`src/rtl/ext_gcd_pkg.sv`:
```
// Shared types for the extended-Euclid engine: FSM state encoding and coefficient width helper.
package ext_gcd_pkg;

  typedef enum logic [2:0] {
    ST_IDLE = 3'd0,
    ST_LOAD = 3'd1,
    ST_DIV  = 3'd2,
    ST_UPD  = 3'd3,
    ST_FIX  = 3'd4
  } state_t;

  // Bezout coefficients are bounded by the modulus, so one extra sign bit suffices.
  function automatic int coef_w(input int width);
    return width + 1;
  endfunction

endpackage

```
`src/rtl/ext_gcd_if.sv`:
```
// Request/result bundle of ext_gcd. iter_cnt exists only when EXT_GCD_ITER_CNT_EN is defined.
interface ext_gcd_if #(parameter int WIDTH = 8);
  logic             start;
  logic [WIDTH-1:0] a;
  logic [WIDTH-1:0] b;
  logic             busy;
  logic             finish;
  logic [WIDTH-1:0] gcd;
  logic [WIDTH-1:0] inv;
  logic             inv_ok;
`ifdef EXT_GCD_ITER_CNT_EN
  logic [WIDTH-1:0] iter_cnt;

  modport master (output start, a, b, input busy, finish, gcd, inv, inv_ok, iter_cnt);
  modport slave  (input start, a, b, output busy, finish, gcd, inv, inv_ok, iter_cnt);
`else
  modport master (output start, a, b, input busy, finish, gcd, inv, inv_ok);
  modport slave  (input start, a, b, output busy, finish, gcd, inv, inv_ok);
`endif
endinterface

```
`src/rtl/divide.sv`:
```
// Serial restoring unsigned divider: one quotient bit per cycle, finish pulses WIDTH+1 cycles after start.
module Divide #(
  parameter int WIDTH = 8
) (
  input  logic             clk,
  input  logic             rst_n,
  input  logic             start,
  input  logic [WIDTH-1:0] dividend,
  input  logic [WIDTH-1:0] divisor,
  output logic [WIDTH-1:0] quotient,
  output logic [WIDTH-1:0] remainder,
  output logic             finish
);
  localparam int CNT_W = $clog2(WIDTH + 1);

  logic [WIDTH-1:0] quo_reg, rem_reg, dsr_reg;
  logic [CNT_W-1:0] cnt_reg;
  logic             active_reg, finish_reg;
  logic [WIDTH:0]   trial, diff;

  // Borrow out of the trial subtraction (diff MSB) means the quotient bit is 0.
  assign trial = {rem_reg, quo_reg[WIDTH-1]};
  assign diff  = trial - {1'b0, dsr_reg};

  always_ff @(posedge clk or negedge rst_n) begin
    if (!rst_n) begin
      quo_reg    <= '0;
      rem_reg    <= '0;
      dsr_reg    <= '0;
      cnt_reg    <= '0;
      active_reg <= 1'b0;
      finish_reg <= 1'b0;
    end else begin
      finish_reg <= 1'b0;
      if (active_reg) begin
        quo_reg <= {quo_reg[WIDTH-2:0], ~diff[WIDTH]};
        rem_reg <= diff[WIDTH] ? trial[WIDTH-1:0] : diff[WIDTH-1:0];
        cnt_reg <= cnt_reg - CNT_W'(1);
        if (cnt_reg == CNT_W'(1)) begin
          active_reg <= 1'b0;
          finish_reg <= 1'b1;
        end
      end else if (start) begin
        quo_reg    <= dividend;
        rem_reg    <= '0;
        dsr_reg    <= divisor;
        cnt_reg    <= CNT_W'(WIDTH);
        active_reg <= 1'b1;
      end
    end
  end

  assign quotient  = quo_reg;
  assign remainder = rem_reg;
  assign finish    = finish_reg;
endmodule

```
`src/rtl/ext_gcd.sv`:
```
// Iterative extended Euclid: gcd(a,b) and min^-1 mod max, one Divide call per step.
// Optional divide counter output enabled by EXT_GCD_ITER_CNT_EN.
module ext_gcd
  import ext_gcd_pkg::*;
#(
  parameter int WIDTH = 8
) (
  input  logic       clk,
  input  logic       rst,
  ext_gcd_if.slave   bus
);
  localparam int COEF_W = coef_w(WIDTH);
  localparam int PROD_W = 2 * WIDTH + 2;

  state_t state_reg, state_next;

  logic [WIDTH-1:0]         r0_reg, r1_reg, m_reg, gcd_val_reg;
  logic signed [COEF_W-1:0] t0_reg, t1_reg, t_fin_reg;
  logic [WIDTH-1:0]         gcd_reg, inv_reg;
  logic                     inv_ok_reg, finish_reg, div_sent_reg;
  logic                     busy, div_start, div_finish, rst_n;
  logic [WIDTH-1:0]         div_quo, div_rem, max_op, min_op, inv_calc;
  logic signed [PROD_W-1:0] q_ext, t1_ext, prod;
  logic signed [COEF_W-1:0] t_new, t_wrap;

  assign max_op = (r0_reg >= r1_reg) ? r0_reg : r1_reg;
  assign min_op = (r0_reg >= r1_reg) ? r1_reg : r0_reg;

  // Only the low COEF_W product bits matter: |t| never exceeds the modulus.
  assign q_ext  = {{(WIDTH + 2){1'b0}}, div_quo};
  assign t1_ext = {{(WIDTH + 1){t1_reg[COEF_W-1]}}, t1_reg};
  assign prod   = q_ext * t1_ext;
  assign t_new  = t0_reg - $signed(prod[COEF_W-1:0]);

  // A coefficient equal to the modulus (only when m==1) reduces to 0.
  assign t_wrap   = t_fin_reg[COEF_W-1] ? (t_fin_reg + $signed({1'b0, m_reg})) : t_fin_reg;
  assign inv_calc = (t_wrap[WIDTH-1:0] == m_reg) ? '0 : t_wrap[WIDTH-1:0];

  assign rst_n = ~rst;

  Divide #(.WIDTH(WIDTH)) u_divide (
    .clk       (clk),
    .rst_n     (rst_n),
    .start     (div_start),
    .dividend  (r0_reg),
    .divisor   (r1_reg),
    .quotient  (div_quo),
    .remainder (div_rem),
    .finish    (div_finish)
  );

  always_ff @(posedge clk or posedge rst) begin
    if (rst) state_reg <= ST_IDLE;
    else     state_reg <= state_next;
  end

  always_comb begin
    state_next = state_reg;
    case (state_reg)
      ST_IDLE: if (bus.start) state_next = ST_LOAD;
      ST_LOAD: state_next = (min_op == '0) ? ST_FIX : ST_DIV;
      ST_DIV:  if (div_finish) state_next = (div_rem != '0) ? ST_UPD : ST_FIX;
      ST_UPD:  state_next = ST_DIV;
      ST_FIX:  state_next = ST_IDLE;
      default: state_next = ST_IDLE;
    endcase
  end

  always_comb begin
    busy      = (state_reg != ST_IDLE) || finish_reg;
    div_start = (state_reg == ST_DIV) && !div_sent_reg;
  end

  always_ff @(posedge clk or posedge rst) begin
    if (rst) begin
      r0_reg       <= '0;
      r1_reg       <= '0;
      m_reg        <= '0;
      t0_reg       <= '0;
      t1_reg       <= '0;
      t_fin_reg    <= '0;
      gcd_val_reg  <= '0;
      gcd_reg      <= '0;
      inv_reg      <= '0;
      inv_ok_reg   <= 1'b0;
      finish_reg   <= 1'b0;
      div_sent_reg <= 1'b0;
    end else begin
      finish_reg   <= (state_reg == ST_FIX);
      div_sent_reg <= (state_reg == ST_DIV) && (state_next == ST_DIV);
      case (state_reg)
        ST_IDLE: begin
          if (bus.start) begin
            r0_reg <= bus.a;
            r1_reg <= bus.b;
          end
        end
        ST_LOAD: begin
          r0_reg <= max_op;
          r1_reg <= min_op;
          m_reg  <= max_op;
          t0_reg <= '0;
          t1_reg <= COEF_W'(1);
          if (min_op == '0) begin
            gcd_val_reg <= max_op;
            t_fin_reg   <= '0;
          end
        end
        ST_DIV: begin
          if (div_finish && (div_rem == '0)) begin
            gcd_val_reg <= r1_reg;
            t_fin_reg   <= t1_reg;
          end
        end
        ST_UPD: begin
          t0_reg <= t1_reg;
          t1_reg <= t_new;
          r0_reg <= r1_reg;
          r1_reg <= div_rem;
        end
        ST_FIX: begin
          gcd_reg    <= gcd_val_reg;
          inv_ok_reg <= (gcd_val_reg == WIDTH'(1));
          inv_reg    <= (gcd_val_reg == WIDTH'(1)) ? inv_calc : '0;
        end
        default: ;
      endcase
    end
  end

`ifdef EXT_GCD_ITER_CNT_EN
  logic [WIDTH-1:0] iter_reg, iter_out_reg;

  always_ff @(posedge clk or posedge rst) begin
    if (rst) begin
      iter_reg     <= '0;
      iter_out_reg <= '0;
    end else begin
      if (state_reg == ST_LOAD)
        iter_reg <= '0;
      else if (div_start && (iter_reg != '1))
        iter_reg <= iter_reg + WIDTH'(1);
      if (state_reg == ST_FIX)
        iter_out_reg <= iter_reg;
    end
  end

  assign bus.iter_cnt = iter_out_reg;
`endif

  assign bus.busy   = busy;
  assign bus.finish = finish_reg;
  assign bus.gcd    = gcd_reg;
  assign bus.inv    = inv_reg;
  assign bus.inv_ok = inv_ok_reg;
endmodule

```
`src/flat_wrapper.sv`:
```
// flat-port wrapper written by rule: the top's interface ports become plain ports
module ext_gcd_flat import ext_gcd_pkg::*;
#(
  parameter int WIDTH = 8
)
  (clk, rst, bus_start, bus_a, bus_b, bus_busy, bus_finish, bus_gcd, bus_inv, bus_inv_ok);
  ext_gcd_if #(.WIDTH(WIDTH)) bus_i ();
  input  logic clk;
  input  logic rst;
  input wire logic [$bits(bus_i.start)-1:0] bus_start;
  input wire logic [$bits(bus_i.a)-1:0] bus_a;
  input wire logic [$bits(bus_i.b)-1:0] bus_b;
  output wire logic [$bits(bus_i.busy)-1:0] bus_busy;
  output wire logic [$bits(bus_i.finish)-1:0] bus_finish;
  output wire logic [$bits(bus_i.gcd)-1:0] bus_gcd;
  output wire logic [$bits(bus_i.inv)-1:0] bus_inv;
  output wire logic [$bits(bus_i.inv_ok)-1:0] bus_inv_ok;
  assign bus_i.start = bus_start;
  assign bus_i.a = bus_a;
  assign bus_i.b = bus_b;
  assign bus_busy = bus_i.busy;
  assign bus_finish = bus_i.finish;
  assign bus_gcd = bus_i.gcd;
  assign bus_inv = bus_i.inv;
  assign bus_inv_ok = bus_i.inv_ok;
  ext_gcd #(.WIDTH(WIDTH)) u_core (.clk(clk), .rst(rst), .bus(bus_i));
endmodule
```
`config.mk`:
```
export PLATFORM = sky130hd
export DESIGN_NAME = ext_gcd_flat
export DESIGN_NICKNAME = d
export VERILOG_FILES = /design/src/rtl/ext_gcd_pkg.sv /design/src/rtl/ext_gcd_if.sv /design/src/rtl/divide.sv /design/src/rtl/ext_gcd.sv /design/src/flat_wrapper.sv
export SDC_FILE = /design/constraint.sdc
export NUM_CORES = 1
export LEC_CHECK = 0
export BUFFER_PORTS_ARGS = -buffer_cell sky130_fd_sc_hd__buf_2
export CAP_MARGIN = 10
export CORE_ASPECT_RATIO = 1.1
export CORE_MARGIN = 3
export CORE_UTILIZATION = 55
export CTS_CLUSTER_SIZE = 10
export DETAILED_ROUTE_END_ITERATION = 8
export PLACE_DENSITY_LB_ADDON = 0.3
export REMOVE_ABC_BUFFERS = 1
export SLEW_MARGIN = 25
export SYNTH_ARGS = -nofsm -noshare
export SYNTH_HDL_FRONTEND = slang
export SYNTH_HIERARCHICAL = 1
export SYNTH_SLANG_ARGS = --single-unit
```
`constraint.sdc`:
```
create_clock -name clk -period 8.6 [get_ports clk]
set_clock_uncertainty 0.05 [all_clocks]
set_input_delay 1.72 -clock clk [delete_from_list [all_inputs] [get_ports clk]]
set_output_delay 1.72 -clock clk [all_outputs]
set_load 0.005 [all_outputs]
```
### Word-level counts from Yosys, hierarchy flattened

Index checks and enable logic that the tools add are counted.
Widths: inputs -> output; s select.

* flip-flop bits (word level): 111
* output and inout port bits: 19
* word-level logic and storage cells: 89

* multiply operators: 1
* eq/ne operators: 11
* reductions and logical operators: 17
* $add $sub $neg: 4
* bitwise operators: 2
* multiplexer cells: 34
* $lt $le $gt $ge: 1

Operators by type and width (count)
* $mux 8: 14
* $pmux 9 s2: 3
* $pmux 8 s3: 2
* $mux 9: 2
* $logic_not 8->1: 2
* $pmux 8 s2: 1
* $mux 3: 4
* $pmux 3 s4: 1
* $eq 3x2->1 const B: 3
* $mul 9x9->9: 1
* $sub 9x8->9: 1
* $sub 9x9->9: 1
* $add 8x8->8: 1
* $eq 8x1->1 const B: 1
* $eq 8x8->1: 1
* $ge 8x8->1: 1
* $mux 4: 2
* $reduce_bool 8->1: 1
* $reduce_bool 2->1: 3
* $reduce_bool 3->1: 2
* $mux 1: 5
* $eq 4x1->1 const B: 1
* $ne 2x2->1 const B: 2
* $reduce_and 2->1: 2
* 10 further kinds: 13

### Depth between registers and ports, before layout

* word-level depth: 7
* mapped depth: 18
* depth with buffers taken out: 17

### By module

Netlist, hierarchy kept.

By module, submodules not included
* ext_gcd: sequential area each 2026.9 sq um, times used 1, area each 5790.6 sq um, cells each 612
* Divide: sequential area each 750.7 sq um, times used 1, area each 1785.5 sq um, cells each 188

### Least setup slack after synthesis

No wires, ideal clock.

* kind: reg-to-reg
* from: register u_core.t1_reg[1]
* to: register u_core.t1_reg[8]
* data required time: 8.454 ns
* cell stages (with the launch flop): 18
* slack: 4.299 ns
* library setup time: 0.096 ns
* buffers on the path: 1
* arrival: 4.155 ns
* cell sequence: dfrtp_1 clkbuf_1 and2_1 fa_1 ha_1 fa_1 inv_1 fa_1 inv_1 fa_1 inv_1 ha_1 o2111ai_1 nand4b_1 a21o_1 a21oi_1 xnor2_1 o31ai_1

* longest elaborated chain between the ends: 3

Ends and longest elaborated chain
* start, declared: RTL line ext_gcd.sv:18 `logic signed [COEF_W-1:0] t0_reg, t1_reg, t_fin_reg;`
* start signal, assigned: RTL line ext_gcd.sv:117 `t1_reg <= t_new;`
* $mul 9x9->9: RTL line ext_gcd.sv:32 `assign prod = q_ext * t1_ext;`
* $sub 9x9->9: RTL line ext_gcd.sv:33 `assign t_new = t0_reg - $signed(prod[COEF_W-1:0]);`
* $pmux 9 s2: RTL line ext_gcd.sv:91 `case (state_reg)`

No other way between the ends.
A chain may end at the register's enable or synchronous reset.

### Worst setup path after layout

Same ends and word-level chain as after synthesis.

==> reports/metrics.yaml <==
die:
  core_um2: 13300
  rows: 44
  die_h_um: 129
  top_level_ports: 38
  initial_core_util_pct: 56.9
  dieArea_um2: 15200
  die_x_um: 118
yosys:
  synth-edff-count: 0
  synth_top_flop_cell: "dfrtp_1"
  synthCells: 800
  synth.distinct_cells: 65
  synthArstFlopShare_pct: 100
  yosys_warnings: 6
  synth_area_leaders: "dfrtp_1, ha_1, fa_1"
  yosys_register_bits: 111
  synth_top_cell_by_area: "dfrtp_1"
  ys_seq_area_share_pct: 36.7
  netlist_area_um2: 7580
  avgSynthCellArea_um2: 9.47
  yosysTopAreaCellShare_pct: 36.7
timing:
  slew_viol_final: 0
  rsz0062_at_grt: "false"
  setup_viol: 0
  max_slew_margin_pct: 35.2
  max_freq_mhz: 218
  tightest_slew_ns: 0.972
  tns_ns: 0
  fin_crit_sh_pct: 53.2
  fin_crit_ns: 4.58
  finalHoldViolations: 0
detailed_routing:
  vias: 5981
  drt_iter0_drc: 493
  drt_wl_total_um: 17800
  via_per_inst: 5.93
  wire_per_inst_um: 17.7
  ant_nets: 0
  route.detailed.drc: 0
  drtPass1Iterations: 5
min_path:
  holdCritPathClass: "register to register"
place:
  routabilityCongestion: 0.863
  io_buffers: 37
  dp_hpwl_um: 13200
global_route:
  grt_use_total_pct: 24.3
  grt.overflow.total: 0
  grt_pass1_wl_um: 29800
  grt_max_degree: 73
  antenna_found_initial: 0
  grt_pass1_vias: 5952
worst_setup_path:
  crit_arrival_ns: 4.79
  crit_slowest_cell: "fa_1"
  crit_required_ns: 8.81
  crit_chain: "and2_1, fa_1, ha_1, fa_1, inv_1, fa_1, inv_1, fa_1, inv_1, ha_1, o2111ai_1, nand4b_1, a21o_1, a21oi_1, xnor2_1, o31ai_1"
  critPathMostFrequentCell: "fa_1"
  startpoint_type: "register"
  critical-path-top-delay-family: "adder cells"
  path_buf_inv: 3
  critPathCaptureType: "register"
  crit_fanout: 11
  worstSetupPathType: "register to register"
  cpPeakStageDelay_ns: 0.53
clock_network:
  ctsHoldBuffers: 0
  path_clk_slew_ns: 0.08
  cts_resized: 0
  cts_max_level: 3
  cts_root_buf: "clkbuf_16"
  clock_sinks: 111
  cts_made_buffers: 9
  cts_buffer_depth: 2
  cts_setup_buffers: 0
  cts_tree: "yes"
  clk_latency_ns: 0.36
final_layout:
  nets: 917
  drive_gt1_share_pct: 12.3
  synthToLayoutAreaGrowth_pct: 8.11
  n_antenna_cell: 0
outcome:
  status: "complete, no violations"
job:
  maxCapViolations: 0
-- through the flow --
step / hold slack (ns) / util (%) / area (µm²) / cells / setup WS [ns]
floorplan: 0.375 / - / 7430 / 768 / 3.90
global placement: 0.404 / 59.1 / 7880 / 992 / 4.19
detailed placement: 0.411 / 59.1 / 7880 / 992 / 4.03
CTS: 0.430 / 61.4 / 8180 / 1008 / 4.03
global route: 0.452 / 61.5 / 8190 / 1008 / 3.83
finish: 0.426 / 61.5 / 8190 / 1008 / 4.02
-- worst reg2reg max path, delay by kind of cell, from the launching register on --
family / cells / cell delay (ns)
AO/OA/AOI/OAI: 4 / 0.71
adder cells (fa/ha/maj): 6 / 2.57
flip-flops: 1 / 0.51
XOR/XNOR: 1 / 0.09
buffers and inverters: 3 / 0.15
AND/OR/NAND/NOR: 2 / 0.40
-- kinds of logic after synthesis --
family                     share of synthesized area (%)
DFF                                                 36.7
xor gates and xnor gates                            5.17
muxes                                               4.26
buffers and inverters                               5.53
adders and majority gates                           15.7
AOI/OAI and AO/OA                                   16.0
and+or+nand+nor                                     16.6
-- per-layer routing --
layer	track usage (%)	wire [µm]	part of all wire (%)
met3	3.67	786	4.4
met4	7.86	389	2.2
met1	31.3	7680	43
met2	42.6	8970	50
met5	0	0	0
-- cells in the mapped netlist, types with 3 or more instances --
cell type and n:
a211oi_1 4, a21o_1 10, a21oi_1 22, a21oi_2 3, a221oi_1 8, a22o_1 10
a311o_1 3, a31oi_1 5, and2_1 33, and3_1 13, buf_2 5, clkbuf_1 23
dfrtp_1 111, fa_1 27, ha_1 52, inv_1 73, mux2_2 18, mux2i_1 12
nand2_1 105, nand2b_1 6, nand3_1 28, nor2_1 31, nor2b_1 8, nor3_1 11
nor4_1 8, o2111ai_1 5, o211ai_1 4, o21a_1 4, o21ai_0 46, o21ai_2 6
o22ai_1 19, o31ai_1 4, o32ai_1 3, or3_1 3, xnor2_1 29, xor2_1 13
-- placed cells by master (no fill, tap or decap), types with 3 or more instances in the layout --
cell type / n
and2_1: 33
o31ai_1: 4
a221oi_1: 8
o211ai_1: 4
a31oi_1: 5
a21oi_2: 4
inv_1: 72
o2111ai_1: 5
o21ai_2: 6
a21oi_1: 21
xnor2_1: 29
a21o_1: 10
mux2i_1: 12
mux2_2: 18
nor2b_1: 8
fa_1: 27
xor2_1: 13
o32ai_1: 3
nand2b_1: 5
o21ai_0: 46
a311o_1: 3
nor2_1: 31
dfrtp_1: 111
o21a_1: 4
a22o_1: 10
ha_1: 52
nor4_1: 8
or3_1: 3
a211oi_1: 4
nor3_1: 11
nand3_1: 28
o22ai_1: 19
clkbuf_16: 9
nand2_1: 105
buf_2: 37
and3_1: 13
-- final cells by class --
type / instances / area (µm²)
inverters: 74 / 280
well taps: 184 / 230
flip-flops and latches: 111 / 2780
multi-input cells: 583 / 4390
clock inverters: 7 / 80.1
fillers: 1151 / 5130
clock buffers: 9 / 225
repair buffers: 40 / 211
-- path summary, 6_finish.rpt --
kind	slack, ns	startpoint	end	depth (start not counted)
setup / recovery	4.02	u_core/t1_reg[1]	u_core/t1_reg[8]	16
hold / removal	0.43	u_core/bus.gcd[2]	u_core/bus.gcd[2]	2
setup reg to reg	4.02	u_core/t1_reg[1]	u_core/t1_reg[8]	16
hold reg to reg	0.43	u_core/bus.gcd[2]	u_core/bus.gcd[2]	2
max in group asynchronous	6.11	rst	u_core/t1_reg[3]	3
min in group asynchronous	1.33	rst	u_core/bus.inv[0]	2
Power is left out: the tool's default activity adds up to more than one toggle a clock period on the data nets, which glitch-free logic cannot reach.
